### src/rtl/s32x_fb_arbiter.sv
// Single-port arbiter/sequencer for one 64Kx16 framebuffer DRAM bank shared by
// refresh, display fetch, fill, write-FIFO drain and CPU read requesters.
module s32x_fb_arbiter #(
  parameter int unsigned ACC_CYC  = 6,
  parameter int unsigned RFSH_CYC = 40,
  parameter int unsigned STARVE   = 32
) (
  input  logic        CLK,
  input  logic        RST_N,
  input  logic        RFSH_REQ,
  output logic        RFSH_BUSY,
  input  logic        DISP_REQ,
  input  logic [15:0] DISP_A,
  output logic        DISP_ACK,
  output logic [15:0] DISP_Q,
  input  logic        FILL_REQ,
  input  logic [15:0] FILL_A,
  input  logic [15:0] FILL_D,
  output logic        FILL_ACK,
  input  logic        WR_REQ,
  input  logic [15:0] WR_A,
  input  logic [15:0] WR_D,
  input  logic [1:0]  WR_BE,
  output logic        WR_ACK,
  input  logic        RD_REQ,
  input  logic [15:0] RD_A,
  output logic        RD_ACK,
  output logic [15:0] RD_Q,
  output logic [15:0] FB_A,
  output logic [15:0] FB_DO,
  output logic [1:0]  FB_WE,
  output logic        FB_RD,
  input  logic [15:0] FB_DI
);

  localparam int unsigned CNT_MAX = (ACC_CYC > RFSH_CYC) ? ACC_CYC : RFSH_CYC;
  localparam int unsigned CW      = $clog2(CNT_MAX);
  localparam int unsigned SW      = 8;
  localparam logic [SW-1:0] STARVE_TH = SW'(STARVE);

  typedef enum logic [1:0] {IDLE, ACC, RFSH} state_t;
  typedef enum logic [1:0] {SRC_DISP, SRC_FILL, SRC_WR, SRC_RD} src_t;

  state_t        state_q, state_d;
  src_t          src_q, src_d;
  logic [CW-1:0] cnt_q, cnt_d;
  logic [SW-1:0] starve_q, starve_d;
  logic          rfsh_pend_q, rfsh_pend_d;
  logic          busy_q, busy_d;
  logic [15:0]   fb_a_q, fb_a_d, fb_do_q, fb_do_d;
  logic [1:0]    fb_we_q, fb_we_d;
  logic          fb_rd_q, fb_rd_d;
  logic          disp_ack_q, disp_ack_d, fill_ack_q, fill_ack_d;
  logic          wr_ack_q, wr_ack_d, rd_ack_q, rd_ack_d;
  logic [15:0]   disp_q_q, disp_q_d, rd_q_q, rd_q_d;
  logic          rd_grant;
  logic          rd_starved;

  assign rd_starved = RD_REQ && (starve_q >= STARVE_TH);

  // Arbitration, access timing and refresh window sequencing
  always_comb begin
    state_d     = state_q;
    src_d       = src_q;
    cnt_d       = cnt_q;
    busy_d      = busy_q;
    fb_a_d      = fb_a_q;
    fb_do_d     = fb_do_q;
    fb_we_d     = fb_we_q;
    fb_rd_d     = fb_rd_q;
    disp_ack_d  = 1'b0;
    fill_ack_d  = 1'b0;
    wr_ack_d    = 1'b0;
    rd_ack_d    = 1'b0;
    disp_q_d    = disp_q_q;
    rd_q_d      = rd_q_q;
    rd_grant    = 1'b0;
    rfsh_pend_d = rfsh_pend_q | (RFSH_REQ && (state_q != RFSH));

    case (state_q)
      IDLE: begin
        if (rfsh_pend_q) begin
          state_d     = RFSH;
          rfsh_pend_d = 1'b0;
          busy_d      = 1'b1;
          cnt_d       = CW'(RFSH_CYC - 1);
        end else if (DISP_REQ) begin
          state_d = ACC;
          src_d   = SRC_DISP;
          cnt_d   = CW'(ACC_CYC - 1);
          fb_a_d  = DISP_A;
          fb_rd_d = 1'b1;
        end else if (FILL_REQ) begin
          state_d = ACC;
          src_d   = SRC_FILL;
          cnt_d   = CW'(ACC_CYC - 1);
          fb_a_d  = FILL_A;
          fb_do_d = FILL_D;
          fb_we_d = 2'b11;
        end else if (WR_REQ && !rd_starved) begin
          state_d = ACC;
          src_d   = SRC_WR;
          cnt_d   = CW'(ACC_CYC - 1);
          fb_a_d  = WR_A;
          fb_do_d = WR_D;
          fb_we_d = WR_BE;
        end else if (RD_REQ) begin
          state_d  = ACC;
          src_d    = SRC_RD;
          cnt_d    = CW'(ACC_CYC - 1);
          fb_a_d   = RD_A;
          fb_rd_d  = 1'b1;
          rd_grant = 1'b1;
        end
      end
      ACC: begin
        if (cnt_q == '0) begin
          state_d = IDLE;
          fb_rd_d = 1'b0;
          fb_we_d = 2'b00;
          case (src_q)
            SRC_DISP: begin disp_ack_d = 1'b1; disp_q_d = FB_DI; end
            SRC_FILL: fill_ack_d = 1'b1;
            SRC_WR:   wr_ack_d   = 1'b1;
            default:  begin rd_ack_d = 1'b1; rd_q_d = FB_DI; end
          endcase
        end else begin
          cnt_d = cnt_q - CW'(1);
        end
      end
      RFSH: begin
        if (cnt_q == '0) begin
          state_d = IDLE;
          busy_d  = 1'b0;
        end else begin
          cnt_d = cnt_q - CW'(1);
        end
      end
      default: state_d = IDLE;
    endcase

    // A waiting read ages on every cycle it is not granted or being served
    starve_d = starve_q;
    if (rd_grant) begin
      starve_d = '0;
    end else if (RD_REQ && !((state_q == ACC) && (src_q == SRC_RD)) && (starve_q != '1)) begin
      starve_d = starve_q + SW'(1);
    end
  end

  always_ff @(posedge CLK or negedge RST_N) begin
    if (!RST_N) begin
      state_q     <= IDLE;
      src_q       <= SRC_DISP;
      cnt_q       <= '0;
      starve_q    <= '0;
      rfsh_pend_q <= 1'b0;
      busy_q      <= 1'b0;
      fb_a_q      <= '0;
      fb_do_q     <= '0;
      fb_we_q     <= 2'b00;
      fb_rd_q     <= 1'b0;
      disp_ack_q  <= 1'b0;
      fill_ack_q  <= 1'b0;
      wr_ack_q    <= 1'b0;
      rd_ack_q    <= 1'b0;
      disp_q_q    <= '0;
      rd_q_q      <= '0;
    end else begin
      state_q     <= state_d;
      src_q       <= src_d;
      cnt_q       <= cnt_d;
      starve_q    <= starve_d;
      rfsh_pend_q <= rfsh_pend_d;
      busy_q      <= busy_d;
      fb_a_q      <= fb_a_d;
      fb_do_q     <= fb_do_d;
      fb_we_q     <= fb_we_d;
      fb_rd_q     <= fb_rd_d;
      disp_ack_q  <= disp_ack_d;
      fill_ack_q  <= fill_ack_d;
      wr_ack_q    <= wr_ack_d;
      rd_ack_q    <= rd_ack_d;
      disp_q_q    <= disp_q_d;
      rd_q_q      <= rd_q_d;
    end
  end

  assign RFSH_BUSY = busy_q;
  assign DISP_ACK  = disp_ack_q;
  assign DISP_Q    = disp_q_q;
  assign FILL_ACK  = fill_ack_q;
  assign WR_ACK    = wr_ack_q;
  assign RD_ACK    = rd_ack_q;
  assign RD_Q      = rd_q_q;
  assign FB_A      = fb_a_q;
  assign FB_DO     = fb_do_q;
  assign FB_WE     = fb_we_q;
  assign FB_RD     = fb_rd_q;

endmodule

### config.mk
export PLATFORM = sky130hd
export DESIGN_NAME = s32x_fb_arbiter
export DESIGN_NICKNAME = d
export VERILOG_FILES = /design/src/rtl/s32x_fb_arbiter.sv
export SDC_FILE = /design/constraint.sdc
export NUM_CORES = 1
export LEC_CHECK = 0
export ABC_AREA = 1
export CELL_PAD_IN_SITES_DETAIL_PLACEMENT = 0
export CELL_PAD_IN_SITES_GLOBAL_PLACEMENT = 1
export CORE_MARGIN = 10
export CORE_UTILIZATION = 33
export DETAILED_ROUTE_END_ITERATION = 7
export MAX_ROUTING_LAYER = met4
export PLACE_DENSITY_LB_ADDON = 0.1
export SLEW_MARGIN = 20
export SYNTH_ARGS = -nofsm -noshare
export SYNTH_HDL_FRONTEND = slang
export SYNTH_SLANG_ARGS = --single-unit
### constraint.sdc
create_clock -name CLK -period 3.55 [get_ports CLK]
set_input_delay 0.71 -clock CLK [delete_from_list [all_inputs] [get_ports CLK]]
set_output_delay 0.71 -clock CLK [all_outputs]
set_load 0.01 [all_outputs]
==> qor.txt <==
Run status = complete, no violations
Sink Count = 91
Worst setup EP type = flop
Seq/Total Area, Yosys = 0.483
Max Cap Viol = 0
Antenna diodes = 0
CP required = 3.80 ns
Drt initial violations = 225
Antenna viol nets, final = 0
Power, Total = 4.66 mW
Router iterations before antenna repair = 4
FF-to-FF setup slack = 1.29 ns
Worst-case reg-to-reg path depth = 8
Die Y = 140 um
Area Growth Syn to Fin = 50.0%
Post-synth cell types = 33
Commonest non-fill, non-tap cell in the layout = nand2_1
Crit path DAT = 2.84 ns
Crit Path Class = in -> reg
Hold buffers post-CTS = 0
Setup crit start = RD_REQ
Port bufs = 192
Most frequent cells in the layout = nand2_1, clkdlybuf4s50_1, dfrtp_1
Clock root buffer = clkbuf_16
Initial antenna violation count = 0
Worst setup path endpoint = FB_DO[1]
Final GP Congestion = 0.856
Fmax = 0.386 GHz
Hold Vio Cnt, Final = 0
Met2 Usage GRT = 0.246
Final nets = 913
Clock slew at reported path FFs = 0.07 ns
Fin worst setup slack = 0.958 ns
PwrDens = 658 nW/um^2
M3 GR Usage = 0.0595
Syn avg cell area = 7.80 sq um
Worst IR drop on VDD = 338 uV
PostCTS Resize Cnt = 0
Final setup viols = 0
Met1 Usage GRT = 0.202
Final core occ = 0.508
HPWL after DPL = 12200 um
Synthesized area = 4720 sq um
Remaining DRCs = 0
TritonCTS clock tree = yes
GRT Residual Overflow = 0
CTS buffer count = 9
Max FO, Critical Path = 32
Least-Margin Pin Slew = 0.851 ns
Vias in the first global route = 4909
DR vias = 4579
Clock Skew = 0.0113 ns
Post-Syn Instances = 605
Drt total wl = 15800 um
Worst-Skew Late Latency = 0.35 ns
Reg2reg end = FB_DO[1]
Share of layout cells above drive strength 1 = 0.0518
Longest Clk Path Bufs = 2
Worst slew margin = 0.433
Max-slew violation count = 0
DP Area = 6740 sq um
RSZ-0062 raised after global routing = false
Leakage power = 3.45 nW
Placed Cells = 955
Avg WL per Cell = 16.3 um
Worst min-delay path category = in -> async
Syn Nets = 732
Die width = 140 um
Largest net degree at the start of global routing = 66
Yosys reg bits = 91
Fin crit period = 2.59 ns
CTS HTree Levels = 3
Ports = 193
Post-CTS Setup Repair Bufs = 0
First-pass GRT wire length = 25300 um
Die area = 19500 sq um
Most Crowded Layer GR = met2
Final TNS setup = 0 ns
Design area = 7080 sq um
Crit path launch type = primary input
Hold WS = 0.478 ns
Post-route insts no fill = 971
YS warnings = 0
Place WS = 0.568 ns
Overall Global Routing Usage = 0.165
Row count = 43
RR Startpoint = starve_q[6]
Initial core utilization = 0.339
Core Area = 13900 sq um
Final worst-path cycle share = 0.730
Via density = 4.72
-- where the power goes --
part	switching, mW	internal, mW
clock	0.421	0.642
sequential	0.235	1.39
combinational	1.06	0.918
-- worst max-delay path, cell delays in order --
cell and delay (ns):
clkdlybuf4s50_1 0.51, nand2_2 0.34, nand2_1 0.17, buf_4 0.24
nand2_1 0.11, nand3_2 0.41, o21ai_0 0.33
-- routing by layer --
layer | vias to the layer above | part of all wire
met5 | - | 0
met3 | 18 | 0.079
li1 | 2301 | -
met4 | 0 | 0.020
met2 | 167 | 0.45
met1 | 2093 | 0.45
-- worst min-delay path by stage --
stage          slack (ns)          to        from
6_report             0.48    FB_WE[0]       RST_N
5_1_grt              0.50      WR_ACK    src_q[0]
4_1_cts              0.48     FB_A[6]     FB_A[6]
3_5_place_dp         0.46     FB_A[6]     FB_A[6]
3_3_place_gp         0.46  DISP_Q[15]  DISP_Q[15]
2_1_floorplan        0.41    DISP_ACK       RST_N
-- sequential cells by signal (all words and copies together), names as in the netlist --
| register | count |
|---|---|
| starve_q | 8 |
| src_q | 2 |
| cnt_q | 6 |
| state_q | 2 |
| FB_DO | 16 |
| FILL_ACK | 1 |
| FB_RD | 1 |
| DISP_Q | 16 |
| RD_Q | 16 |
| FB_A | 16 |
| WR_ACK | 1 |
| rfsh_pend_q | 1 |
| RFSH_BUSY | 1 |
| DISP_ACK | 1 |
| RD_ACK | 1 |
| FB_WE | 2 |
-- synth_stat cells, drive strengths merged --
cell,number,area (sq um)
nand2,202,766
dfrtp,91,2280
inv,62,233
nand3,52,265
nor2,44,168
o21ai,41,209
nand4,22,153
a21oi,20,100
buf,19,128
mux2i,16,160
clkbuf,10,37.5
nor3,8,56.3
ha,6,75.1
or2,3,18.8
xor2,3,26.3
o21a,2,15.0
a31oi,1,6.26
nand3b,1,7.51
o211ai,1,7.51
xnor2,1,8.76
-- cell type report --
type / count / area, sq um
timing repair buffer: 199 / 1970
inverter: 62 / 233
multi-input combinational: 423 / 2040
tap: 180 / 225
clock buffer: 10 / 239
clock inverter: 6 / 93.8
sequential: 91 / 2280
fill: 1359 / 6860
-- cells by family after synthesis --
family	share of synthesized area
XOR/XNOR	0.00743
buffers and inverters	0.0843
AO/OA/AOI/OAI	0.0716
multiplexers	0.0340
flip-flops	0.483
adder cells (fa/ha/maj)	0.0159
AND/OR/NAND/NOR	0.304
(Power assumes the default switching activity.)
